==> src/rtl/mod_counter.sv <==
// Bounded up/down counter over 0..LIMIT with programmable step, wrap or
// saturate at the boundaries, and wrap pulse / sticky overflow flags.
module mod_counter #(
    parameter int WIDTH  = 8,
    parameter int LIMIT  = 2**WIDTH - 1,
    parameter int STEP_W = 4
) (
    input  logic              clk,
    input  logic              rst,
    input  logic              clr,
    input  logic              ld,
    input  logic [WIDTH-1:0]  ld_val,
    input  logic              en,
    input  logic              dir,
    input  logic [STEP_W-1:0] step,
    input  logic              sat,
    output logic [WIDTH-1:0]  count,
    output logic              tc,
    output logic              wrap,
    output logic              ovf
);

    if (LIMIT < 1 || LIMIT > 2**WIDTH - 1 || 2**STEP_W - 1 > LIMIT) begin : g_param_check
        $error("mod_counter: illegal WIDTH/LIMIT/STEP_W combination");
    end

    localparam logic [WIDTH-1:0] LIM_W  = WIDTH'(LIMIT);
    localparam logic [WIDTH:0]   LIM_X  = (WIDTH+1)'(LIMIT);
    localparam logic [WIDTH:0]   LIM_P1 = (WIDTH+1)'(LIMIT + 1);

    // All boundary arithmetic is one bit wider than count so nothing overflows.
    logic [WIDTH:0] step_x;
    logic [WIDTH:0] up_sum;
    logic [WIDTH:0] up_wrap;
    logic [WIDTH:0] dn_diff;
    logic [WIDTH:0] dn_wrap;
    logic           up_cross;
    logic           dn_cross;

    always_comb begin
        step_x   = {{(WIDTH+1-STEP_W){1'b0}}, step};
        up_sum   = {1'b0, count} + step_x;
        up_wrap  = up_sum - LIM_P1;
        up_cross = up_sum > LIM_X;
        dn_diff  = {1'b0, count} - step_x;
        dn_wrap  = {1'b0, count} + LIM_P1 - step_x;
        dn_cross = {1'b0, count} < step_x;
    end

    assign tc = dir ? (count == LIM_W) : (count == '0);

    always_ff @(posedge clk or posedge rst) begin
        if (rst) begin
            count <= '0;
            wrap  <= 1'b0;
            ovf   <= 1'b0;
        end else if (clr) begin
            count <= '0;
            wrap  <= 1'b0;
            ovf   <= 1'b0;
        end else if (ld) begin
            wrap <= 1'b0;
            if (ld_val > LIM_W) begin
                count <= LIM_W;
                ovf   <= 1'b1;
            end else begin
                count <= ld_val;
            end
        end else if (en && step != '0) begin
            if (dir) begin
                if (up_cross) begin
                    ovf   <= 1'b1;
                    wrap  <= ~sat;
                    count <= sat ? LIM_W : up_wrap[WIDTH-1:0];
                end else begin
                    wrap  <= 1'b0;
                    count <= up_sum[WIDTH-1:0];
                end
            end else begin
                if (dn_cross) begin
                    ovf   <= 1'b1;
                    wrap  <= ~sat;
                    count <= sat ? '0 : dn_wrap[WIDTH-1:0];
                end else begin
                    wrap  <= 1'b0;
                    count <= dn_diff[WIDTH-1:0];
                end
            end
        end else begin
            wrap <= 1'b0;
        end
    end

endmodule

==> config.mk <==
export PLATFORM = sky130hd
export DESIGN_NAME = mod_counter
export DESIGN_NICKNAME = d
export VERILOG_FILES = /design/src/rtl/mod_counter.sv
export SDC_FILE = /design/constraint.sdc
export NUM_CORES = 1
export LEC_CHECK = 0
export ABC_AREA = 1
export CAP_MARGIN = 20
export CORE_MARGIN = 2
export CORE_UTILIZATION = 49
export CTS_CLUSTER_DIAMETER = 30
export DETAILED_ROUTE_END_ITERATION = 10
export GPL_TIMING_DRIVEN = 0
export PLACE_DENSITY_LB_ADDON = 0.08
export SETUP_SLACK_MARGIN = 0.3
export SLEW_MARGIN = 5
export SYNTH_ARGS = -nofsm -noshare
export SYNTH_HDL_FRONTEND = slang
export SYNTH_SLANG_ARGS = --single-unit
==> constraint.sdc <==
create_clock -name clk -period 2.5 [get_ports clk]
set_input_delay 0.375 -clock clk [delete_from_list [all_inputs] [get_ports clk]]
set_output_delay 0.375 -clock clk [all_outputs]
set_load 0.02 [all_outputs]
---- After elaboration in Yosys (flattened, before gate mapping) ----
Index checks and enable logic that the tools add are counted.
storage, ports and cells
  bits in read-only memories .............. 0
  input bits .............................. 19
  output and inout port bits .............. 11
  memories ................................ 0
  latch bits .............................. 0
  register bits ........................... 10
  memory bits (writable) .................. 0
operators by class
  mux-type cells .......................... 23
  $lt $le $gt $ge ......................... 3
  bitwise operators ....................... 1
  eq/ne operators ......................... 3
  divide/modulo/power cells ............... 0
  reductions and logical operators ........ 6
  add/sub/neg operators ................... 5
  $mul .................................... 0
  shift operators ......................... 0
operators with widths
  operator                                                                 number
  8-bit 2-to-1 mux                                                         9
  8-bit by 4-bit subtractor with 8-bit output                              2
  1-bit 2-to-1 mux                                                         14
  8-bit by 4-bit adder with 9-bit output                                   1
  9-bit by 8-bit > comparator with 1-bit output, second input constant     1
  8-bit by 1-bit adder with 8-bit output, second input constant            1
  8-bit equality test, second input constant                               1
  8-bit > comparator, second input constant                                1
  8-bit zero test                                                          1
  8-bit by 4-bit less-than comparator with 1-bit output                    1
  4-bit nonzero test                                                       2
  8-bit by 1-bit subtractor with 8-bit output, second input constant       1
  4-bit by 3-bit inequality test with 1-bit output, second input constant  1
  4-bit AND reduction                                                      1
  3-bit by 2-bit inequality test with 1-bit output, second input constant  1
  3-bit nonzero test                                                       1
  1-bit logical AND                                                        1
  1-bit inverter                                                           1

---- Logic depth before layout (Yosys ltp) ----
  depth after elaboration ................. 8
  mapped depth ............................ 13
  depth with buffers taken out ............ 12

---- Least setup slack after synthesis ----
No wires, ideal clock.
  kind .................................... flip-flop to flip-flop
  start ................................... register count[0]
  end ..................................... register count[2]
  clock period less this slack ............ 1.980 ns
  slack ................................... 0.520 ns
  buffers on the path ..................... 0
  stages on the path, launching flop included .. 13
  data required time ...................... 2.373 ns
  data arrival time ....................... 1.854 ns
  cell sequence ........................... dfrtp_1 -> inv_1 -> ha_1 -> inv_1 -> fa_1 -> inv_1 -> nor2_1 -> nor2_1 -> nand3_2 -> inv_2 -> o21ai_1 -> o211ai_1 -> a21oi_1
on the way
  word-level cells in the longest chain between the ends .. 8
  elaborated cells on any way between the ends .. 15
RTL lines
  item                                                                                                               RTL line  RTL
  start, declared                                                                                                    17        output logic [WIDTH-1:0] count,
  start signal, assigned                                                                                             67        count <= ld_val;
  start signal, assigned                                                                                             74        count <= sat ? LIM_W : up_wrap[WIDTH-1:0];
  start signal, assigned                                                                                             77        count <= up_sum[WIDTH-1:0];
  8-bit by 1-bit adder with 8-bit output / 8-bit by 4-bit adder with 9-bit output (equally long branches)            46, 42
  8-bit by 4-bit subtractor with 8-bit output / 8-bit by 1-bit subtractor with 8-bit output (equally long branches)  46, 43
  8-bit 2-to-1 mux (on tied branches)                                                                                83, 74
  8-bit 2-to-1 mux (on tied branches)                                                                                80, 71
  8-bit 2-to-1 mux *                                                                                                 70        if (dir) begin
  8-bit 2-to-1 mux *                                                                                                 69        end else if (en && step != '0) begin
  8-bit 2-to-1 mux *                                                                                                 61        end else if (ld) begin
  8-bit 2-to-1 mux *                                                                                                 57        end else if (clr) begin
Every way passes the cells marked *; elsewhere a longest branch is shown, timed or not. The select of a mux whose other input is x is not followed.
A chain may end at the register's enable or synchronous reset.

---- Final worst setup path ----
  start ................................... input step[3]
  end ..................................... register count[5]
on the way
  word-level cells in the longest chain between the ends .. 8
  elaborated cells on any way between the ends .. 17
RTL lines
  item                                         RTL line  RTL
  start, declared                              15        input logic [STEP_W-1:0] step,
  8-bit by 4-bit adder with 9-bit output       42        up_sum = {1'b0, count} + step_x;
  8-bit by 1-bit subtractor with 8-bit output  43        up_wrap = up_sum - LIM_P1;
  8-bit 2-to-1 mux                             74
  8-bit 2-to-1 mux                             71        if (up_cross) begin
  8-bit 2-to-1 mux                             70
  8-bit 2-to-1 mux                             69
  8-bit 2-to-1 mux                             61
  8-bit 2-to-1 mux                             57
Parallel ways exist; a longest one is shown, timed or not. The select of a mux whose other input is x is not followed.

==> flow_metrics.tcl <==
set metrics [dict create \
    crit_path_end_kind "flip-flop" \
    first_global_vias 1218 \
    p_sw_share_pct 42.7 \
    irDropWorstVdd_uv 517 \
    cap_violations 0 \
    max_stage_delay_ns 0.52 \
    post-route-drc-count 0 \
    clockPowerShare_pct 19.1 \
    layout.cells.non_filler 248 \
    finClkSkew_ns 0.00422 \
    r2r-start "count[0]" \
    grt_remaining_overflow 0 \
    cp.arrival_ns 2.31 \
    dieArea_sq_um 2840 \
    grt_pass1_wl_um 5220 \
    cp.depth 13 \
    synth_top_area_share_pct 21.0 \
    cp_max_fo 8 \
    initial_core_util_pct 52.8 \
    worstPathRequired_ns 2.70 \
    setup_ws_ns 0.397 \
    yosys_register_bits 10 \
    core_sq_um 2250 \
    fin_crit_ns 2.10 \
    setup_tns_ns 0 \
    gp_congestion 0.857 \
    dieWidth_um 53.3 \
    clkSinkCount 10 \
    pre_cts_ws_ns -0.0412 \
    drt-wirelength-per-cell_um 13.4 \
    routed_wl_um 3320 \
    io_buffer_count 29 \
    clockRootBuffer "clkbuf_4" \
    r2r_cells 12 \
    syn-num-nets 214 \
    maxSlewHeadroom_pct 62.5 \
    antenna_found_initial 0 \
    total_power_uw 779 \
    hold_class "input port to async pin" \
    status "finished clean" \
    ys_seq_area_share_pct 21.0 \
    diodes 0 \
    syn_avg_cell_area_sq_um 6.43 \
    vias_per_cell 5.56 \
    synth_largest_area_cell "dfrtp_1" \
    grt.total_usage_pct 25.1 \
    final_antenna_net_count 0 \
    grt_max_degree 11 \
    finalMaxSlewViolations 0 \
    holdBufCountCts 0 \
    hpwl_um 2600 \
    vias 1378 \
    numCtsBuffers 3 \
    drive_above_1_share_pct 14.1 \
    clk_pin_slew_worst_paths_ns 0.07 \
    p_leak_nw 0.792 \
    internal_power_uw 446 \
    worst-path-buf-inv 5 \
    fp-row-count 17 \
    p_per_area_nw_per_um2 488 \
    r2r-end "count[2]" \
    seqPwrFrac_pct 27.5 \
    clock_latency_ns 0.27 \
    fin_crit_sh_pct 84.1 \
    hold_viol_final 0 \
    layout.nets 250 \
    htreeDepth 1 \
    pin_count 30 \
    drtIter0Drc 58 \
    switchingPower_uw 333 \
    cpMaxStageDelayCell "clkdlybuf4s50_1" \
    place_inst 242 \
    path_cells "clkdlybuf4s50_1, inv_1, ha_1, buf_6, clkinvlp_4, nand3_1, nand2_2, nand3_2, nand2_2, inv_2, nand2_1, nand3_1, a21oi_2" \
    ys_top_cells_by_area "dfrtp_1, nand2_1, nand3_1, ha_1, a21oi_1" \
    synth_cell_types 32 \
    worstSetupPathType "input port to flip-flop" \
    die_y_um 53.3 \
    path_delay_family "buffers and inverters" \
    rsz0062_at_grt "yes" \
    tritoncts "yes" \
    crit_path_end "count[5]" \
    syn_inst 185 \
    worstMarginPinSlew_ns 0.560 \
    cts_max_path_buffers 2 \
    drt_first_pass_iters 4 \
    start_kind "input port" \
    setup_viol 0 \
    critPathLaunch "step[3]" \
    r2r_slack_ns 0.49 \
    combPwrFrac_pct 53.4 \
    ys.warnings.count 0 \
    area_growth_syn_to_layout_pct 34.3 \
    timing.fmax_ghz 0.476 \
    syn_area_sq_um 1190 \
]
per-layer routing:
| metal | vias up | track usage, % | part of all wire, % |
|---|---|---|---|
| li1 | 679 | - | - |
| met1 | 642 | 32.9 | 43 |
| met2 | 55 | 42.6 | 50 |
| met3 | 2 | 5.37 | 6.4 |
| met4 | 0 | 3.85 | 0.24 |
| met5 | - | 0 | 0 |
worst reg2reg max path, delay by kind of cell (launching register included):
kind / cells / cell delay, ns
AO/OA/AOI/OAI: 3 / 0.24
adder cells (fa/ha/maj): 2 / 0.51
flip-flops: 1 / 0.43
buffers and inverters: 4 / 0.32
AND/OR/NAND/NOR: 3 / 0.39
kinds of logic after synthesis:
logic type	count (synthesis)	synth area share [%]
AO/OA/AOI/OAI	29	14.2
XOR/XNOR	4	2.94
adder cells (fa/ha/maj)	10	11.8
buffers and inverters	32	11.0
flip-flops	10	21.0
AND/OR/NAND/NOR	100	39.0
layout by cell type (no fill, tap or decap), drive strengths merged:
| cell | count |
|---|---|
| nand2 | 46 |
| clkdlybuf4s50 | 26 |
| inv | 26 |
| nand3 | 23 |
| nor2 | 20 |
| a21oi | 18 |
| dfrtp | 10 |
| ha | 8 |
| o21ai | 6 |
| buf | 6 |
| clkbuf | 6 |
| nand4 | 5 |
| nor3 | 3 |
| xnor2 | 2 |
| xor2 | 2 |
| nor4 | 2 |
| dlymetal6s2s | 2 |
| a22oi | 2 |
| fa | 2 |
| clkinvlp | 1 |
| a21boi | 1 |
| or2 | 1 |
| o211ai | 1 |
| a32o | 1 |
synthesized netlist by cell type (all sizes together):
cell type,number
buf,4
clkbuf,1
o21ai,6
nand2,46
ha,8
o211ai,1
a22oi,2
clkinv,1
xor2,2
inv,26
a21oi,18
a32o,1
nor3,3
nor4,2
a21boi,1
nand3,23
fa,2
or2,1
nand4,5
xnor2,2
nor2,20
dfrtp,10
cell type report:
type	count	area (sq um)
inverter	27	105
fill	197	657
tap	28	35.0
buffer	5	31.3
clock buffer	4	36.3
sequential	10	250
multi-input combinational	143	835
timing repair buffer	31	305
flip-flops by register name, indices dropped and copies added, names as in the netlist:
| name | count |
|---|---|
| wrap | 1 |
| ovf | 1 |
| count | 8 |
worst min-delay path by stage:
stage / startpoint / endpoint / slack (ns)
after CTS: rst / count[2] / 0.38
final: rst / ovf / 0.37
after global routing: rst / ovf / 0.41
after detailed placement: ovf / ovf / 0.55
after floorplan: rst / count[0] / 0.22
after global placement: ovf / ovf / 0.53
through the flow:
| step | area, sq um | util, % | hold WS, ns |
|---|---|---|---|
| 2_1_floorplan | 1190 | - | 0.215 |
| 6_report | 1600 | 70.9 | 0.366 |
| 5_1_grt | 1600 | 70.9 | 0.407 |
| 3_3_place_gp | 1520 | 67.2 | 0.532 |
| 3_5_place_dp | 1520 | 67.2 | 0.547 |
| 4_1_cts | 1560 | 69.3 | 0.377 |
what timing repair did:
action / 4_1_cts / 5_1_grt
buffers inserted: 0 / 2
resized for setup: 5 / 10
setup endpoints to repair: 8 / 9
cloned: 0 / 0
pin swaps: 1 / 2
power by group through the flow:
stage	sequential, mW	combinational [mW]	clock (mW)
finish	0.214	0.416	0.149
global route	0.217	0.458	0.161
CTS	0.213	0.393	0.149
detailed placement	0.216	0.386	0
global placement	0.215	0.377	0
floorplan	0.229	0.242	0
No activity file was read; power rests on OpenSTA's default activity.
